File: src/rtl/reg_cmd_ctrl_pkg.sv
// Shared definitions for the register command controller: frame opcodes,
// FSM state encoding and a helper that identifies operand-wait states.
package reg_cmd_ctrl_pkg;

  localparam logic [7:0] OP_WRITE = 8'hAA;
  localparam logic [7:0] OP_READ  = 8'hBB;

  typedef enum logic [2:0] {
    IDLE    = 3'd0,
    WR_ADDR = 3'd1,
    WR_DATA = 3'd2,
    RD_ADDR = 3'd3,
    RD_WAIT = 3'd4,
    TX_SEND = 3'd5
  } state_t;

  // States in which the controller is waiting for the next frame byte.
  function automatic logic is_operand_wait(state_t s);
    return (s == WR_ADDR) || (s == WR_DATA) || (s == RD_ADDR);
  endfunction

endpackage

File: src/rtl/reg_cmd_ctrl.sv
// Register command controller: decodes AA/BB command frames from a byte
// stream into register-file writes and reads, and pushes read data to TX.
// Optional build macro: REG_CMD_TIMEOUT_EN enables the inter-byte watchdog
// that abandons incomplete frames after TIMEOUT idle cycles.
//
// state   | meaning
// --------+-----------------------------------------------
// IDLE    | waiting for a command byte (AA write, BB read)
// WR_ADDR | write frame: waiting for the address byte
// WR_DATA | write frame: waiting for the data byte
// RD_ADDR | read frame: waiting for the address byte
// RD_WAIT | read strobe issued, waiting for RdData_VLD
// TX_SEND | holding read data until the TX buffer has room
module reg_cmd_ctrl #(
  parameter int WIDTH   = 8,
  parameter int ADDR    = 4,
  parameter int TIMEOUT = 255
) (
  input  logic             CLK,
  input  logic             RST,
  input  logic [WIDTH-1:0] RX_P_DATA,
  input  logic             RX_D_VLD,
  input  logic [WIDTH-1:0] RdData,
  input  logic             RdData_VLD,
  input  logic             TX_FULL,
  output logic [ADDR-1:0]  Address,
  output logic             WrEn,
  output logic             RdEn,
  output logic [WIDTH-1:0] WrData,
  output logic [WIDTH-1:0] TX_P_DATA,
  output logic             TX_D_VLD,
  output logic             Busy,
  output logic             Timeout_Err
);
  import reg_cmd_ctrl_pkg::*;

  state_t           state, state_nxt;
  logic [ADDR-1:0]  addr_nxt;
  logic [WIDTH-1:0] wr_data_nxt, tx_data_nxt;
  logic             wr_en_nxt, rd_en_nxt, tx_vld_nxt, to_err_nxt;
  logic             timeout_hit;

`ifdef REG_CMD_TIMEOUT_EN
  localparam int CW = (TIMEOUT < 2) ? 1 : $clog2(TIMEOUT);
  localparam logic [CW-1:0] CNT_LOAD = CW'(TIMEOUT - 1);

  logic [CW-1:0] idle_cnt;

  // Down-counter of idle cycles; reloaded on every byte and outside operand waits.
  always_ff @(posedge CLK or negedge RST) begin
    if (!RST) begin
      idle_cnt <= CNT_LOAD;
    end else if (!is_operand_wait(state) || RX_D_VLD) begin
      idle_cnt <= CNT_LOAD;
    end else if (idle_cnt != '0) begin
      idle_cnt <= idle_cnt - CW'(1);
    end
  end

  assign timeout_hit = is_operand_wait(state) && !RX_D_VLD && (idle_cnt == '0);
`else
  // Watchdog compiled out: the frame waits forever and TIMEOUT has no effect.
  assign timeout_hit = (TIMEOUT < 0);
`endif

  // State register and registered outputs.
  always_ff @(posedge CLK or negedge RST) begin
    if (!RST) begin
      state       <= IDLE;
      Address     <= '0;
      WrData      <= '0;
      TX_P_DATA   <= '0;
      WrEn        <= 1'b0;
      RdEn        <= 1'b0;
      TX_D_VLD    <= 1'b0;
      Timeout_Err <= 1'b0;
    end else begin
      state       <= state_nxt;
      Address     <= addr_nxt;
      WrData      <= wr_data_nxt;
      TX_P_DATA   <= tx_data_nxt;
      WrEn        <= wr_en_nxt;
      RdEn        <= rd_en_nxt;
      TX_D_VLD    <= tx_vld_nxt;
      Timeout_Err <= to_err_nxt;
    end
  end

  // Next-state and next-output decode for the frame parser.
  always_comb begin
    state_nxt   = state;
    addr_nxt    = Address;
    wr_data_nxt = WrData;
    tx_data_nxt = TX_P_DATA;
    wr_en_nxt   = 1'b0;
    rd_en_nxt   = 1'b0;
    tx_vld_nxt  = 1'b0;
    to_err_nxt  = 1'b0;

    case (state)
      IDLE: begin
        if (RX_D_VLD) begin
          if (RX_P_DATA == WIDTH'(OP_WRITE)) begin
            state_nxt = WR_ADDR;
          end else if (RX_P_DATA == WIDTH'(OP_READ)) begin
            state_nxt = RD_ADDR;
          end
        end
      end
      WR_ADDR: begin
        if (RX_D_VLD) begin
          addr_nxt  = RX_P_DATA[ADDR-1:0];
          state_nxt = WR_DATA;
        end
      end
      WR_DATA: begin
        if (RX_D_VLD) begin
          wr_data_nxt = RX_P_DATA;
          wr_en_nxt   = 1'b1;
          state_nxt   = IDLE;
        end
      end
      RD_ADDR: begin
        if (RX_D_VLD) begin
          addr_nxt  = RX_P_DATA[ADDR-1:0];
          rd_en_nxt = 1'b1;
          state_nxt = RD_WAIT;
        end
      end
      RD_WAIT: begin
        if (RdData_VLD) begin
          tx_data_nxt = RdData;
          state_nxt   = TX_SEND;
        end
      end
      TX_SEND: begin
        if (!TX_FULL) begin
          tx_vld_nxt = 1'b1;
          state_nxt  = IDLE;
        end
      end
      default: state_nxt = IDLE;
    endcase

    // A stalled frame is abandoned; timeout_hit implies no byte this cycle.
    if (timeout_hit) begin
      state_nxt  = IDLE;
      to_err_nxt = 1'b1;
    end
  end

  assign Busy = (state != IDLE);

endmodule
File: config.mk
export PLATFORM = sky130hd
export DESIGN_NAME = reg_cmd_ctrl
export DESIGN_NICKNAME = d
export VERILOG_FILES = /design/src/rtl/reg_cmd_ctrl_pkg.sv /design/src/rtl/reg_cmd_ctrl.sv
export SDC_FILE = /design/constraint.sdc
export NUM_CORES = 1
export LEC_CHECK = 0
export ABC_AREA = 1
export CAP_MARGIN = 10
export CORE_MARGIN = 3
export CORE_UTILIZATION = 47
export CTS_BUF_LIST = sky130_fd_sc_hd__clkbuf_4 sky130_fd_sc_hd__clkbuf_8
export CTS_CLUSTER_DIAMETER = 200
export DETAILED_ROUTE_END_ITERATION = 12
export HOLD_SLACK_MARGIN = 0.12
export PLACE_DENSITY_LB_ADDON = 0.1
export SYNTH_ARGS = -nofsm -noshare
export SYNTH_HDL_FRONTEND = slang
export SYNTH_SLANG_ARGS = --single-unit
File: constraint.sdc
create_clock -name CLK -period 2 [get_ports CLK]
set_clock_uncertainty 0.2 [all_clocks]
set_input_delay 0.3 -clock CLK [delete_from_list [all_inputs] [get_ports CLK]]
set_output_delay 0.3 -clock CLK [all_outputs]
set_load 0.01 [all_outputs]
Word-level counts from Yosys, hierarchy flattened. Cells that the tools add are included.

Register bits after elaboration: 26. Latch bits: 0. Memory bits (writable): 0. ROM bits: 0. Input port bits: 21. Output and inout bits: 25. Word-level logic and storage cells: 42. Memories: 0.

$add $sub $neg: 0. $mul: 0. Divide/modulo/power cells: 0. $lt $le $gt $ge: 0. Eq/ne operators: 14. Shift-type cells: 0. Multiplexer cells: 14. Bitwise operators: 0. Reduce and logical (&&, ||, !) cells: 7.

Operators with widths (count): 2-to-1 mux 3 bit (8); one-hot mux 3 bit (6 select lines) (1); equality test 8 bit (second input constant) (2); != test 2 bit (second input constant) (6); AND reduction 7 bit (1); equality test 3 x 2 -> 1 bit (second input constant) (2); equality test 3 bit (second input constant) (2); AND reduction 2 bit (3); 2-to-1 mux 1 bit (5); equality test 3 x 1 -> 1 bit (second input constant) (1); logical NOT 3 bit (1); != test 3 bit (second input constant) (1); nonzero test 3 bit (1); OR reduction 2 bit (1).

Longest topological paths before layout.
Depth in word-level cells: 5. Mapped depth: 8. Depth with buffers taken out: 8.

Worst setup path before layout. No wires, ideal clock.

Path kind: register to register. From: register state[0]. To: register TX_P_DATA[0]. Data arrival time: 1.023 ns. Required time: 1.675 ns. Path slack: 0.652 ns. Cell stages (with the launch flop): 5. Buffers on the path: 1. Path through: dfrtp_1 -> buf_2 -> nor2_4 -> nand3_4 -> mux2_2.

Word-level cells in the longest chain between the ends: 2.

Ends and longest elaborated chain: start, declared (line reg_cmd_ctrl.sv:37) `state_t state, state_nxt;`; start signal, assigned (line reg_cmd_ctrl.sv:78) `state <= state_nxt;`; equality test 3 bit (line reg_cmd_ctrl.sv:100) `case (state)`; AND reduction 2 bit (no line); end signal, assigned (line reg_cmd_ctrl.sv:81) `TX_P_DATA <= tx_data_nxt;`; end, declared (line reg_cmd_ctrl.sv:30) `output logic [WIDTH-1:0] TX_P_DATA,`.

No other way between the ends. A chain may end at the register's enable or synchronous reset.

Final worst setup path.
From: register WrData[0]. To: output WrData[0].

RTL lines: start, declared (line reg_cmd_ctrl.sv:29) `output logic [WIDTH-1:0] WrData,`; start signal, assigned (line reg_cmd_ctrl.sv:80) `WrData <= wr_data_nxt;`.

No word-level cell between the ends.

==> flow_summary.yaml <==
clock_network:
  cts_buffers: 3
  htreeDepth: 1
  ctsHoldBuffers: 0
  clockRootBuffer: "clkbuf_4"
  worstSkewPairLatency_ns: 0.32
  clock_path_buffers: 2
  clk_pin_slew_ns: 0.13
  cts_tree: "yes"
  cts.sinks: 26
timing:
  timing.fmax_mhz: 569
  hold_viol: 0
  totalNegativeSetupSlack_ns: 0
  rsz0062_at_grt: "no"
  setup-violations-final: 0
  whs_ns: 0.135
  finalCritPeriodShare_pct: 87.8
  min_period_ns: 1.76
  drv_slew: 0
  fin_ws_ns: 0.243
synth:
  syn-num-nets: 138
  ys_types: 20
  syn_area_um2: 1140
  ys_async_sr_fraction_pct: 100
  synth_common_cells: "nand2_1, dfrtp_1, inv_1"
  yosys.area.top_type: "dfrtp_1"
  synth_seq_cells: 26
  synth_cells: 117
  yosys_warnings: 0
  yosysSeqAreaShare_pct: 56.8
  yosysTopAreaCellShare_pct: 56.8
  yosys.cell_count.top_type: "nand2_1"
  ys.flop_type: "dfrtp_1"
  synth_edf_count: 0
  synthTopCellsByArea: "dfrtp_1, nand2_1, mux2_2, inv_1, nand3_1"
  avgSynthCellArea_um2: 9.79
routing:
  drt_iter0_markers: 20
  drt-pass1-iter-count: 4
  drcViolationCount: 0
  ant_nets: 0
  num_vias: 927
  totalWireLength_um: 2450
  vias_per_cell: 4.80
  wl_per_cell_um: 12.7
setup_path:
  path_cells: "clkdlybuf4s50_1"
  cp_max_fo: 2
  start_kind: "flip-flop"
  r2r_slack_ns: 0.47
  path_class: "flip-flop to output port"
  r2r-end: "TX_P_DATA[3]"
  crit_cells: 1
  ff2ff_path_depth: 4
  arrival_ns: 1.26
  r2r-start: "state[1]"
  required_ns: 1.50
  cp-end-kind: "output port"
  cp_slowest_stage_delay_ns: 0.55
  path_delay_family: "buffers and inverters"
  critPathSlowestCell: "clkdlybuf4s50_1"
  critPathBufInv: 1
floorplan:
  core_area_um2: 2250
  num_io_pins: 46
  die_area_um2: 3060
  die_x_um: 55.4
  start_util_pct: 50.8
  die_h_um: 55.4
  row_count: 17
final_layout:
  design_area_um2: 1660
  drive_gt1_share_pct: 15.8
  syn_to_final_growth_pct: 45.4
  layout.nets: 188
  final_core_util_pct: 73.8
  antenna_cells: 0
run_status:
  status: "completed"
placement:
  place.detailed.hpwl_um: 1940
  io_buffers: 44
  placed_area_um2: 1630
  dp_slack_ns: 0.254
  gp_congestion: 0.689
global_routing:
  grt_pass1_wl_um: 4250
  grt_pass1_vias: 943
  antenna_found_initial: 0
  grt_use_total_pct: 17.6
  overflow: 0
  grt_max_degree: 27
power:
  power.density_nw_per_um2: 1410
  p_leak_uw: 0.000789
  ir_drop_v: 0.00101
flow_run:
  max_cap_violations: 0
worst_hold_path:
  hold_path_class: "primary input to async pin"
[repair_timing]
action	4_1_cts	5_1_grt
hold endpoints to repair	0	0
gates resized for setup	1	1
setup buffers	1	0
pin swaps	1	0
endpoints found under the setup margin	1	1
[cell families (layout without fill, tap and decap cells)]
kind of cell           Yosys count  count (layout)  share of synthesized area [%]
muxes                            8               8                           7.87
other                            1               1                          0.328
AOI/OAI and AO/OA               10              10                           4.37
buffers and inverters           15              63                           5.79
and+or+nand+nor                 57              57                           24.8
DFF                             26              26                           56.8
[registers in the layout, indices dropped and copies added (netlist names)]
register / count
WrEn: 1
state: 3
Address: 4
RdEn: 1
TX_D_VLD: 1
WrData: 8
TX_P_DATA: 8
[how the worst max path moves through the flow]
stage	from	to	slack [ns]
global route	WrData[5]	WrData[5]	0.18
finish	WrData[0]	WrData[0]	0.24
detailed placement	RX_P_DATA[3]	state[0]	0.25
global placement	state[1]	Busy	0.33
CTS	state[2]	Busy	0.003
floorplan	state[0]	TX_P_DATA[0]	0.65
[layer usage]
metal  track usage [%]  share of wire (%)
met1              22.8                 45
met2              28.9                 46
met3              3.04                6.7
met4              7.29                1.8
met5                 0                  0
[through the flow]
stage	std cells	total power, uW
3_3_place_gp	189	2080
3_5_place_dp	189	2130
4_1_cts	193	2390
5_1_grt	193	2530
2_1_floorplan	117	1500
6_report	193	2350
[cells in the final DEF (no fill, tap or decap)]
cell,synthesis,layout
nor3_4,0,1
clkdlybuf4s50_1,0,43
clkbuf_4,0,3
o21ai_0,4,4
nand3_1,7,7
dfrtp_1,26,26
o21ai_1,6,6
or2_0,1,1
nand3_2,2,2
inv_2,1,1
dlymetal6s2s_1,0,1
inv_1,10,10
nor2_1,6,6
nand3_4,1,1
buf_4,2,5
nor2_4,2,2
nor2_2,1,1
nand2_1,33,33
mux2_2,8,8
nand2_2,2,2
conb_1,1,1
nand3b_1,1,1
[power by group]
group,total [uW],internal [uW],switching [uW]
logic,1250,678,568
clock network,213,70.5,142
registers,893,759,134
total,2350,1510,845
[final cells by class]
class                   instances  area [um^2]
fillers                       190          591
repair buffers                 49          480
flip-flops and latches         26          651
multi-input cells              76          434
well taps                      28         35.0
clock buffers                   3         22.5
inverters                      11         41.3
No activity file was read; power rests on OpenSTA's default activity.
